### src/rtl/dual_port_ram_fifo_ctrl_if.sv
// Stream and RAM-port bundle for the dual-port-RAM FIFO controller.
// The slave modport is the controller's view; master is the environment's view.
interface dual_port_ram_fifo_ctrl_if #(
  parameter int unsigned RAMWIDTH     = 8,
  parameter int unsigned RAMSIZEWIDTH = 3
);
  logic                    in_valid;
  logic                    in_ready;
  logic [RAMWIDTH-1:0]     in_data;
  logic                    out_valid;
  logic                    out_ready;
  logic [RAMWIDTH-1:0]     out_data;
  logic [RAMSIZEWIDTH+1:0] count;
  logic                    ram_we1;
  logic [RAMSIZEWIDTH-1:0] ram_addr1;
  logic [RAMWIDTH-1:0]     ram_data1;
  logic                    ram_we2;
  logic [RAMSIZEWIDTH-1:0] ram_addr2;
  logic [RAMWIDTH-1:0]     ram_data2;
  logic [RAMWIDTH-1:0]     ram_out2;

  modport slave (
    input  in_valid, in_data, out_ready, ram_out2,
    output in_ready, out_valid, out_data, count,
    output ram_we1, ram_addr1, ram_data1, ram_we2, ram_addr2, ram_data2
  );

  modport master (
    output in_valid, in_data, out_ready, ram_out2,
    input  in_ready, out_valid, out_data, count,
    input  ram_we1, ram_addr1, ram_data1, ram_we2, ram_addr2, ram_data2
  );
endinterface

### src/rtl/dual_port_ram_fifo_ctrl.sv
// FIFO controller around a dual-port RAM with a registered read port; a two-entry
// head/skid output buffer absorbs the read latency so one push and one pop per cycle sustain.
module dual_port_ram_fifo_ctrl #(
  parameter int unsigned RAMWIDTH     = 8,
  parameter int unsigned RAMSIZEWIDTH = 3,
  parameter int unsigned DEPTH        = 8
) (
  input logic                      clk,
  input logic                      rst,
  dual_port_ram_fifo_ctrl_if.slave bus
);
  localparam logic [RAMSIZEWIDTH-1:0] LastPtr   = RAMSIZEWIDTH'(DEPTH - 1);
  localparam logic [RAMSIZEWIDTH-1:0] PtrOne    = RAMSIZEWIDTH'(1);
  localparam logic [RAMSIZEWIDTH:0]   DepthCnt  = (RAMSIZEWIDTH + 1)'(DEPTH);
  localparam logic [RAMSIZEWIDTH:0]   StoredOne = (RAMSIZEWIDTH + 1)'(1);

  logic [RAMSIZEWIDTH-1:0] wptr_q, wptr_d, rptr_q, rptr_d;
  logic [RAMSIZEWIDTH:0]   stored_q, stored_d;
  logic                    rd_pend_q, rd_pend_d;
  logic [1:0]              occ_q, occ_d, occ_after_pop;
  logic [RAMWIDTH-1:0]     head_q, head_d, skid_q, skid_d;
  logic [2:0]              inflight;
  logic                    push, pop, issue;

  assign bus.in_ready  = !rst && (stored_q < DepthCnt);
  assign push          = bus.in_valid && bus.in_ready;
  assign bus.out_valid = !rst && (occ_q != 2'd0);
  assign pop           = bus.out_valid && bus.out_ready;
  assign bus.out_data  = head_q;
  assign bus.count     = rst ? '0 : ({1'b0, stored_q}
                                     + {{(RAMSIZEWIDTH + 1){1'b0}}, rd_pend_q}
                                     + {{RAMSIZEWIDTH{1'b0}}, occ_q});

  assign bus.ram_we1   = push;
  assign bus.ram_addr1 = wptr_q;
  assign bus.ram_data1 = bus.in_data;
  assign bus.ram_we2   = 1'b0;
  assign bus.ram_addr2 = rptr_q;
  assign bus.ram_data2 = '0;

  // Reads already owed to the buffer plus those held in it may never exceed two.
  assign inflight = {1'b0, occ_q} + {2'b00, rd_pend_q};
  assign issue    = (stored_q != '0) && (inflight < (pop ? 3'd3 : 3'd2));

  always_comb begin
    wptr_d        = wptr_q;
    rptr_d        = rptr_q;
    stored_d      = stored_q;
    rd_pend_d     = issue;
    head_d        = head_q;
    skid_d        = skid_q;
    occ_after_pop = pop ? occ_q - 2'd1 : occ_q;
    occ_d         = rd_pend_q ? occ_after_pop + 2'd1 : occ_after_pop;

    if (push) wptr_d = (wptr_q == LastPtr) ? '0 : wptr_q + PtrOne;
    if (issue) rptr_d = (rptr_q == LastPtr) ? '0 : rptr_q + PtrOne;

    if (push && !issue) begin
      stored_d = stored_q + StoredOne;
    end else if (!push && issue) begin
      stored_d = stored_q - StoredOne;
    end

    if (pop && (occ_q == 2'd2)) head_d = skid_q;
    // Returning read data lands in the head only if the head is free after this pop.
    if (rd_pend_q) begin
      if (occ_after_pop == 2'd0) begin
        head_d = bus.ram_out2;
      end else begin
        skid_d = bus.ram_out2;
      end
    end
  end

  always_ff @(posedge clk) begin
    if (rst) begin
      wptr_q    <= '0;
      rptr_q    <= '0;
      stored_q  <= '0;
      rd_pend_q <= 1'b0;
      occ_q     <= 2'd0;
    end else begin
      wptr_q    <= wptr_d;
      rptr_q    <= rptr_d;
      stored_q  <= stored_d;
      rd_pend_q <= rd_pend_d;
      occ_q     <= occ_d;
    end
  end

  always_ff @(posedge clk) begin
    head_q <= head_d;
    skid_q <= skid_d;
  end
endmodule

### src/flat_wrapper.sv
// flat-port wrapper written by rule: the top's interface ports become plain ports
module dual_port_ram_fifo_ctrl_flat 
#(
  parameter int unsigned RAMWIDTH     = 8,
  parameter int unsigned RAMSIZEWIDTH = 3,
  parameter int unsigned DEPTH        = 8
)
  (clk, rst, bus_in_valid, bus_in_data, bus_out_ready, bus_ram_out2, bus_in_ready, bus_out_valid, bus_out_data, bus_count, bus_ram_we1, bus_ram_addr1, bus_ram_data1, bus_ram_we2, bus_ram_addr2, bus_ram_data2);
  dual_port_ram_fifo_ctrl_if #(.RAMWIDTH(RAMWIDTH), .RAMSIZEWIDTH(RAMSIZEWIDTH)) bus_i ();
  input logic clk;
  input logic rst;
  input wire logic [$bits(bus_i.in_valid)-1:0] bus_in_valid;
  input wire logic [$bits(bus_i.in_data)-1:0] bus_in_data;
  input wire logic [$bits(bus_i.out_ready)-1:0] bus_out_ready;
  input wire logic [$bits(bus_i.ram_out2)-1:0] bus_ram_out2;
  output wire logic [$bits(bus_i.in_ready)-1:0] bus_in_ready;
  output wire logic [$bits(bus_i.out_valid)-1:0] bus_out_valid;
  output wire logic [$bits(bus_i.out_data)-1:0] bus_out_data;
  output wire logic [$bits(bus_i.count)-1:0] bus_count;
  output wire logic [$bits(bus_i.ram_we1)-1:0] bus_ram_we1;
  output wire logic [$bits(bus_i.ram_addr1)-1:0] bus_ram_addr1;
  output wire logic [$bits(bus_i.ram_data1)-1:0] bus_ram_data1;
  output wire logic [$bits(bus_i.ram_we2)-1:0] bus_ram_we2;
  output wire logic [$bits(bus_i.ram_addr2)-1:0] bus_ram_addr2;
  output wire logic [$bits(bus_i.ram_data2)-1:0] bus_ram_data2;
  assign bus_i.in_valid = bus_in_valid;
  assign bus_i.in_data = bus_in_data;
  assign bus_i.out_ready = bus_out_ready;
  assign bus_i.ram_out2 = bus_ram_out2;
  assign bus_in_ready = bus_i.in_ready;
  assign bus_out_valid = bus_i.out_valid;
  assign bus_out_data = bus_i.out_data;
  assign bus_count = bus_i.count;
  assign bus_ram_we1 = bus_i.ram_we1;
  assign bus_ram_addr1 = bus_i.ram_addr1;
  assign bus_ram_data1 = bus_i.ram_data1;
  assign bus_ram_we2 = bus_i.ram_we2;
  assign bus_ram_addr2 = bus_i.ram_addr2;
  assign bus_ram_data2 = bus_i.ram_data2;
  dual_port_ram_fifo_ctrl #(.RAMWIDTH(RAMWIDTH), .RAMSIZEWIDTH(RAMSIZEWIDTH), .DEPTH(DEPTH)) u_core (.clk(clk), .rst(rst), .bus(bus_i));
endmodule
### config.mk
export PLATFORM = sky130hd
export DESIGN_NAME = dual_port_ram_fifo_ctrl_flat
export DESIGN_NICKNAME = d
export VERILOG_FILES = /design/src/rtl/dual_port_ram_fifo_ctrl_if.sv /design/src/rtl/dual_port_ram_fifo_ctrl.sv /design/src/flat_wrapper.sv
export SDC_FILE = /design/constraint.sdc
export NUM_CORES = 1
export LEC_CHECK = 0
export ABC_AREA = 1
export BUFFER_PORTS_ARGS = -buffer_cell sky130_fd_sc_hd__buf_4
export CORE_ASPECT_RATIO = 1.5
export CORE_MARGIN = 2
export CORE_UTILIZATION = 53
export DETAILED_ROUTE_END_ITERATION = 10
export GPL_ROUTABILITY_DRIVEN = 0
export PLACE_DENSITY = 0.83
export SYNTH_ARGS = -nofsm -noshare
export SYNTH_HDL_FRONTEND = slang
export SYNTH_SLANG_ARGS = --single-unit
### constraint.sdc
create_clock -name clk -period 4.15 [get_ports clk]
set_clock_uncertainty 0.2 [all_clocks]
set_input_delay 0.83 -clock clk [delete_from_list [all_inputs] [get_ports clk]]
set_output_delay 0.83 -clock clk [all_outputs]
set_load 0.05 [all_outputs]
# Word-level counts from Yosys, hierarchy flattened
# Cells that the tools add are included.
totals:
  in_bits: 20
  wordCells: 49
  regBits: 29
classes:
  n_eq_ne: 3
  bitwise_logic: 1
  n_reduce_logical: 16
  n_lt_le_gt_ge: 2
  mux: 11
  addsub: 9
ops:
  columns: ["op", "n"]
  rows:
  - ["$mux 8", 3]
  - ["$logic_and 1x1->1", 8]
  - ["$mux 4", 2]
  - ["$add 3x1->3 const B", 2]
  - ["$eq 3x3->1 const B", 2]
  - ["$mux 3", 2]
  - ["$add 4x1->5", 1]
  - ["$add 5x2->5", 1]
  - ["$mux 5", 1]
  - ["$add 4x1->4 const B", 1]
  - ["$lt 4x4->1 const B", 1]
  - ["$mux 2", 2]
  - ["$reduce_bool 2->1", 2]
  - ["$reduce_bool 4->1", 1]
  - ["$sub 4x1->4 const B", 1]
  - ["$add 2x1->3", 1]
  - ["$logic_not 1->1", 3]
  - ["$lt 3x3->1", 1]
  - ["$add 2x1->2 const B", 1]
  - ["$eq 2x2->1 const B", 1]
  - ["$logic_not 2->1", 1]
  - ["$reduce_and 2->1", 1]
  - ["$sub 2x1->2 const B", 1]
  - ["$mux 1", 1]
  - ["$not 1->1", 1]

# Logic depth before layout (Yosys ltp)
logic_depth:
  depth_word: 9
  ltp_mapped: 16
  depth_no_buf: 16

# Least setup slack after synthesis
# No wires, ideal clock.
synth_timing:
  path_kind: "input to register"
  startpoint: "input rst"
  endpoint: "register u_core.stored_q[3]"
  n_path_buf: 0
  arrival_ps: 3373
  t_required_ps: 3880
  stages: 12
  slack_ps: 508
  cell_sequence: "nor2_1 nand2_1 inv_1 ha_1 inv_1 ha_1 or2_2 nand2_1 nand2_1 nand2_1 nand2_1 a21oi_1"
synth_rtl:
  columns: ["element", "line", "source"]
  rows:
  - ["start, declared", "flat_wrapper.sv:11", "input logic rst;"]
  - ["$logic_not 1->1 *", "dual_port_ram_fifo_ctrl.sv:25", "assign bus.in_ready = !rst && (stored_q < DepthCnt);"]
  - ["$logic_and 1x1->1 *", "dual_port_ram_fifo_ctrl.sv:25", null]
  - ["$logic_and 1x1->1 *", "dual_port_ram_fifo_ctrl.sv:26", "assign push = bus.in_valid && bus.in_ready;"]
  - ["net bus_ram_we1", "flat_wrapper.sv:20", "output wire logic [$bits(bus_i.ram_we1)-1:0] bus_ram_we1;"]
  - ["$logic_not 1->1", "dual_port_ram_fifo_ctrl.sv:60", "end else if (!push && issue) begin"]
  - ["$logic_and 1x1->1", "dual_port_ram_fifo_ctrl.sv:60", null]
  - ["$reduce_bool 2->1 (no source line)", null, null]
  - ["end signal, assigned", "dual_port_ram_fifo_ctrl.sv:85", "stored_q <= stored_d;"]
  - ["end, declared", "dual_port_ram_fifo_ctrl.sv:18", "logic [RAMSIZEWIDTH:0] stored_q, stored_d;"]
# Mark *: on every way through the listed nets, which the timed path passes. The rest lies on a longest branch.
# A chain may end at the register's enable or synchronous reset.

# Worst setup path in the final report
layout_timing:
  startpoint: "register u_core.stored_q[0]"
  endpoint: "output bus_count[4]"
layout_via:
  elab_chain_cells: 3
layout_rtl:
  columns: ["element", "line", "source"]
  rows:
  - ["$add 4x1->5", "dual_port_ram_fifo_ctrl.sv:31", "+ {{(RAMSIZEWIDTH + 1){1'b0}}, rd_pend_q}"]
  - ["$add 5x2->5", "dual_port_ram_fifo_ctrl.sv:32", "+ {{RAMSIZEWIDTH{1'b0}}, occ_q});"]
  - ["$mux 5", "dual_port_ram_fifo_ctrl.sv:30", "assign bus.count = rst ? '0 : ({1'b0, stored_q}"]
  - ["end, declared", "flat_wrapper.sv:19", "output wire logic [$bits(bus_i.count)-1:0] bus_count;"]
# No other way between the ends.

==> Implementation_results.wiki <==
{| class="wikitable"
! Metric !! Value
|-
| HPWL after detailed placement || 2268 um
|-
| First-pass GRT wire length || 4933 um
|-
| Drt pass-1 iters || 4
|-
| Remaining routing DRC violations || 0
|-
| Pint || 841.4 uW
|-
| Iteration-0 DRC count of the detailed router || 21
|-
| Sequential-to-total area share from yosys stat || 40.74%
|-
| Setup violations, final || 0
|-
| Clock Path Buffers || 2
|-
| Ratio of final minimum period to clock period || 71.72%
|-
| Number of buffers inserted to repair setup after CTS || 0
|-
| Highest Clock Rate || 336.0 MHz
|-
| Worst Setup End Kind || primary output
|-
| Die Span Y || 71.75 um
|-
| Fin. max-slew vios || 0
|-
| Largest net degree at the start of global routing || 15
|-
| Max-capacitance violation count || 0
|-
| Placed cell areas || 1812 um2
|-
| Overall global routing resource usage || 18.67%
|-
| Wire length per cell || 11.06 um
|-
| Remaining global-route overflow || 0
|-
| Status || finished, final reports clean
|-
| Number of buffers added to fix hold violations after cts || 0
|-
| Number of buffer cells added on primary ports || 33
|-
| Critical path arrival || 1.95 ns
|-
| Number of flip-flops and latches in the synthesized netlist || 29
|-
| Met1 track demand over resource || 20.57%
|-
| Setup repair after global routing missed its margin || no
|-
| Count of cell types in the netlist || 25
|-
| TritonCTS clock tree || done
|-
| Initial antenna violation count || 0
|-
| Sw Share || 49.01%
|-
| Initial core utilization || 55.67%
|-
| Worst setup slack for register-to-register paths || 1.44 ns
|-
| Setup slack after layout || 1.174 ns
|-
| Final min period || 2.976 ns
|-
| Final hold vios || 0
|-
| Floorplan die width || 49.16 um
|-
| Final TNS setup || 0 ns
|-
| Core Area || 2913 um2
|-
| Warnings from Yosys || 0
|-
| Sequential Power Share || 29.4%
|-
| Terminus of the critical flop-to-flop path || u_core.stored_q[3]$_SDFFE_PP0P_
|-
| Reported leakage power || 0.9188 nW
|-
| I/O Pins || 59
|-
| DIE AREA || 3527 um2
|-
| Worst hold path startpoint || u_core.bus.out_data[2]$_DFF_P_
|-
| Average vias per placed instance || 4.824
|-
| Power density over cell area || 867.7 nW/um2
|-
| Number of gates resized after cts || 0
|-
| Clock latency on the worst-skew pair || 0.28 ns
|-
| Worst-margin pin slew || 0.6305 ns
|-
| H-tree levels || 2
|-
| Total clock sinks || 29
|-
| Number of nets with antenna violations after detailed routing || 0
|-
| Cell depth of the worst min-delay path || 2
|-
| Final core utilization || 65.29%
|-
| Startpoint class of the critical path || register
|-
| NumNets Final || 258
|-
| Crit Path Max Fanout || 5
|-
| Worst slew margin || 57.81%
|-
| Wire length after detailed routing || 2899 um
|-
| Gate Count Post-Synth || 193
|-
| GR Util met2 || 31.38%
|-
| Layer with the highest usage after global routing || met2
|-
| Worst hold path class || register to register
|-
| Hold path endpoint || u_core.bus.out_data[2]$_DFF_P_
|-
| CP required || 3.12 ns
|-
| Final Cell Area || 1902 um2
|-
| Row Count || 24
|-
| Gate power share || 56.5%
|-
| Vias after detailed routing || 1,264
|-
| Worst reg-to-reg path cell count || 15
|-
| Mean instance size in the synthesized netlist || 8.402 um2
|-
| Clock input transition at the sequential cells of the worst setup and hold paths || 0.06 ns
|-
| Area delta synth->final || 17.28%
|-
| FF-to-FF Start || u_core.occ_q[0]$_SDFF_PP0_
|-
| Fraction of final layout cells with drive strength greater than 1 || 21.08%
|-
| Vias in the first global route || 1,118
|-
| Net Sw Power || 808.7 uW
|-
| Clk network pwr share || 14.2%
|-
| Peak VDD IR || 0.5612 mV
|-
| Clock buffers created by TritonCTS || 5
|-
| Fraction of met3 tracks used by global routing || 6.458%
|-
| Kind of critical path || register to primary output
|-
| Summed instance area of the synthesized netlist || 1622 um2
|-
| Clock root buffer master || sky130_fd_sc_hd__clkbuf_8
|-
| Pre-CTS setup slack || 1.238 ns
|-
| Antenna cells || 0
|}
==> cell usage in the layout, fill, tap and decap left out, drive strengths merged <==
cell type | Yosys | layout
nor2 | 25 | 25
nor4 | 1 | 1
conb | 1 | 9
a21oi | 9 | 9
clkbuf | 1 | 8
fa | 3 | 3
buf | 18 | 33
or2 | 1 | 1
edfxtp | 8 | 8
o21ai | 16 | 16
xor2 | 3 | 3
o31ai | 2 | 2
nand3 | 10 | 10
ha | 13 | 13
nand2 | 36 | 36
inv | 22 | 22
a31oi | 3 | 3
dfxtp | 21 | 21
==> power by group through the flow <==
stage,Sequential [mW],Combinational [mW],Clock (mW)
finish,0.484,0.932,0.234
global route,0.500,1.04,0.253
CTS,0.485,0.941,0.243
detailed placement,0.490,0.935,0
global placement,0.487,0.922,0
floorplan,0.656,0.564,0
==> through the flow <==
stage                     hold slack, ns  power (mW)  std cells
after CTS                         0.2875       1.669        262
after global routing              0.3073       1.793        262
final                             0.2824       1.650        262
after global placement            0.2711       1.409        254
after floorplan                   0.2737       1.220        201
after detailed placement          0.2782       1.425        254
==> flip-flops by register name (all words and copies together) (netlist names) <==
register and flops:
u_core.bus.out_data 8, u_core.skid_q 8, u_core.bus.ram_addr2 3, u_core.stored_q 4, u_core.rd_pend_q 1, u_core.bus.ram_addr1 3
u_core.occ_q 2
==> cell type report <==
class / count / area, um2
tap: 39 / 48.80
timing repair buffer: 33 / 247.7
clock buffer: 8 / 90.09
fill: 263 / 1011
sequential: 29 / 660.6
inverter: 22 / 82.58
multi-input combinational: 131 / 772.0
==> worst max-delay path, stage by stage (launching register included) <==
cell and delay [ns]:
sky130_fd_sc_hd__dfxtp_1 0.45, sky130_fd_sc_hd__fa_1 0.24, sky130_fd_sc_hd__inv_1 0.05, sky130_fd_sc_hd__fa_1 0.40, sky130_fd_sc_hd__nor4_1 0.27, sky130_fd_sc_hd__buf_4 0.24
==> cell usage after synthesis (all sizes together) <==
| library cell | n | area [um2] |
|---|---|---|
| a31oi | 3 | 18.77 |
| nor4 | 1 | 6.260 |
| o21ai | 16 | 80.07 |
| nand3 | 10 | 50.05 |
| nand2 | 36 | 147.6 |
| a21oi | 9 | 48.80 |
| nor2 | 25 | 108.9 |
| fa | 3 | 60.06 |
| edfxtp | 8 | 240.2 |
| dfxtp | 21 | 420.4 |
| ha | 13 | 162.7 |
| inv | 22 | 82.58 |
| xor2 | 3 | 33.79 |
| clkbuf | 1 | 3.750 |
| conb | 1 | 3.750 |
| buf | 18 | 132.6 |
| or2 | 1 | 6.260 |
| o31ai | 2 | 15.01 |
==> logic make-up after synthesis <==
| kind of cell | Yosys count | share of synthesized area (%) |
|---|---|---|
| other | 1 | 0.2313 |
| xor gates and xnor gates | 3 | 2.084 |
| buffers and inverters | 41 | 13.50 |
| adders and majority gates | 16 | 13.73 |
| and+or+nand+nor | 73 | 19.68 |
| DFF | 29 | 40.74 |
| AOI/OAI and AO/OA | 30 | 10.03 |
==> worst max-delay path by stage <==
stage | slack (ns) | from | depth (start not counted) | endpoint
after CTS | 1.15 | u_core.stored_q[0]$_SDFFE_PP0P_ | 5 | bus_count[4]
final | 1.17 | u_core.stored_q[0]$_SDFFE_PP0P_ | 5 | bus_count[4]
after global routing | 1.06 | u_core.rd_pend_q$_SDFF_PP0_ | 5 | bus_count[4]
after detailed placement | 1.24 | rst | 14 | u_core.stored_q[3]$_SDFFE_PP0P_
after global placement | 1.29 | rst | 14 | u_core.stored_q[3]$_SDFFE_PP0P_
after floorplan | 0.51 | rst | 12 | u_core.stored_q[3]$_SDFFE_PP0P_
==> routing by layer <==
metal | routed length, um | vias to the layer above
li1 | - | 655
met1 | 1133 | 569
met2 | 1532 | 33
met3 | 174 | 7
met4 | 59 | 0
met5 | 0 | -
Note: power is estimated with default switching activity, not from simulation.
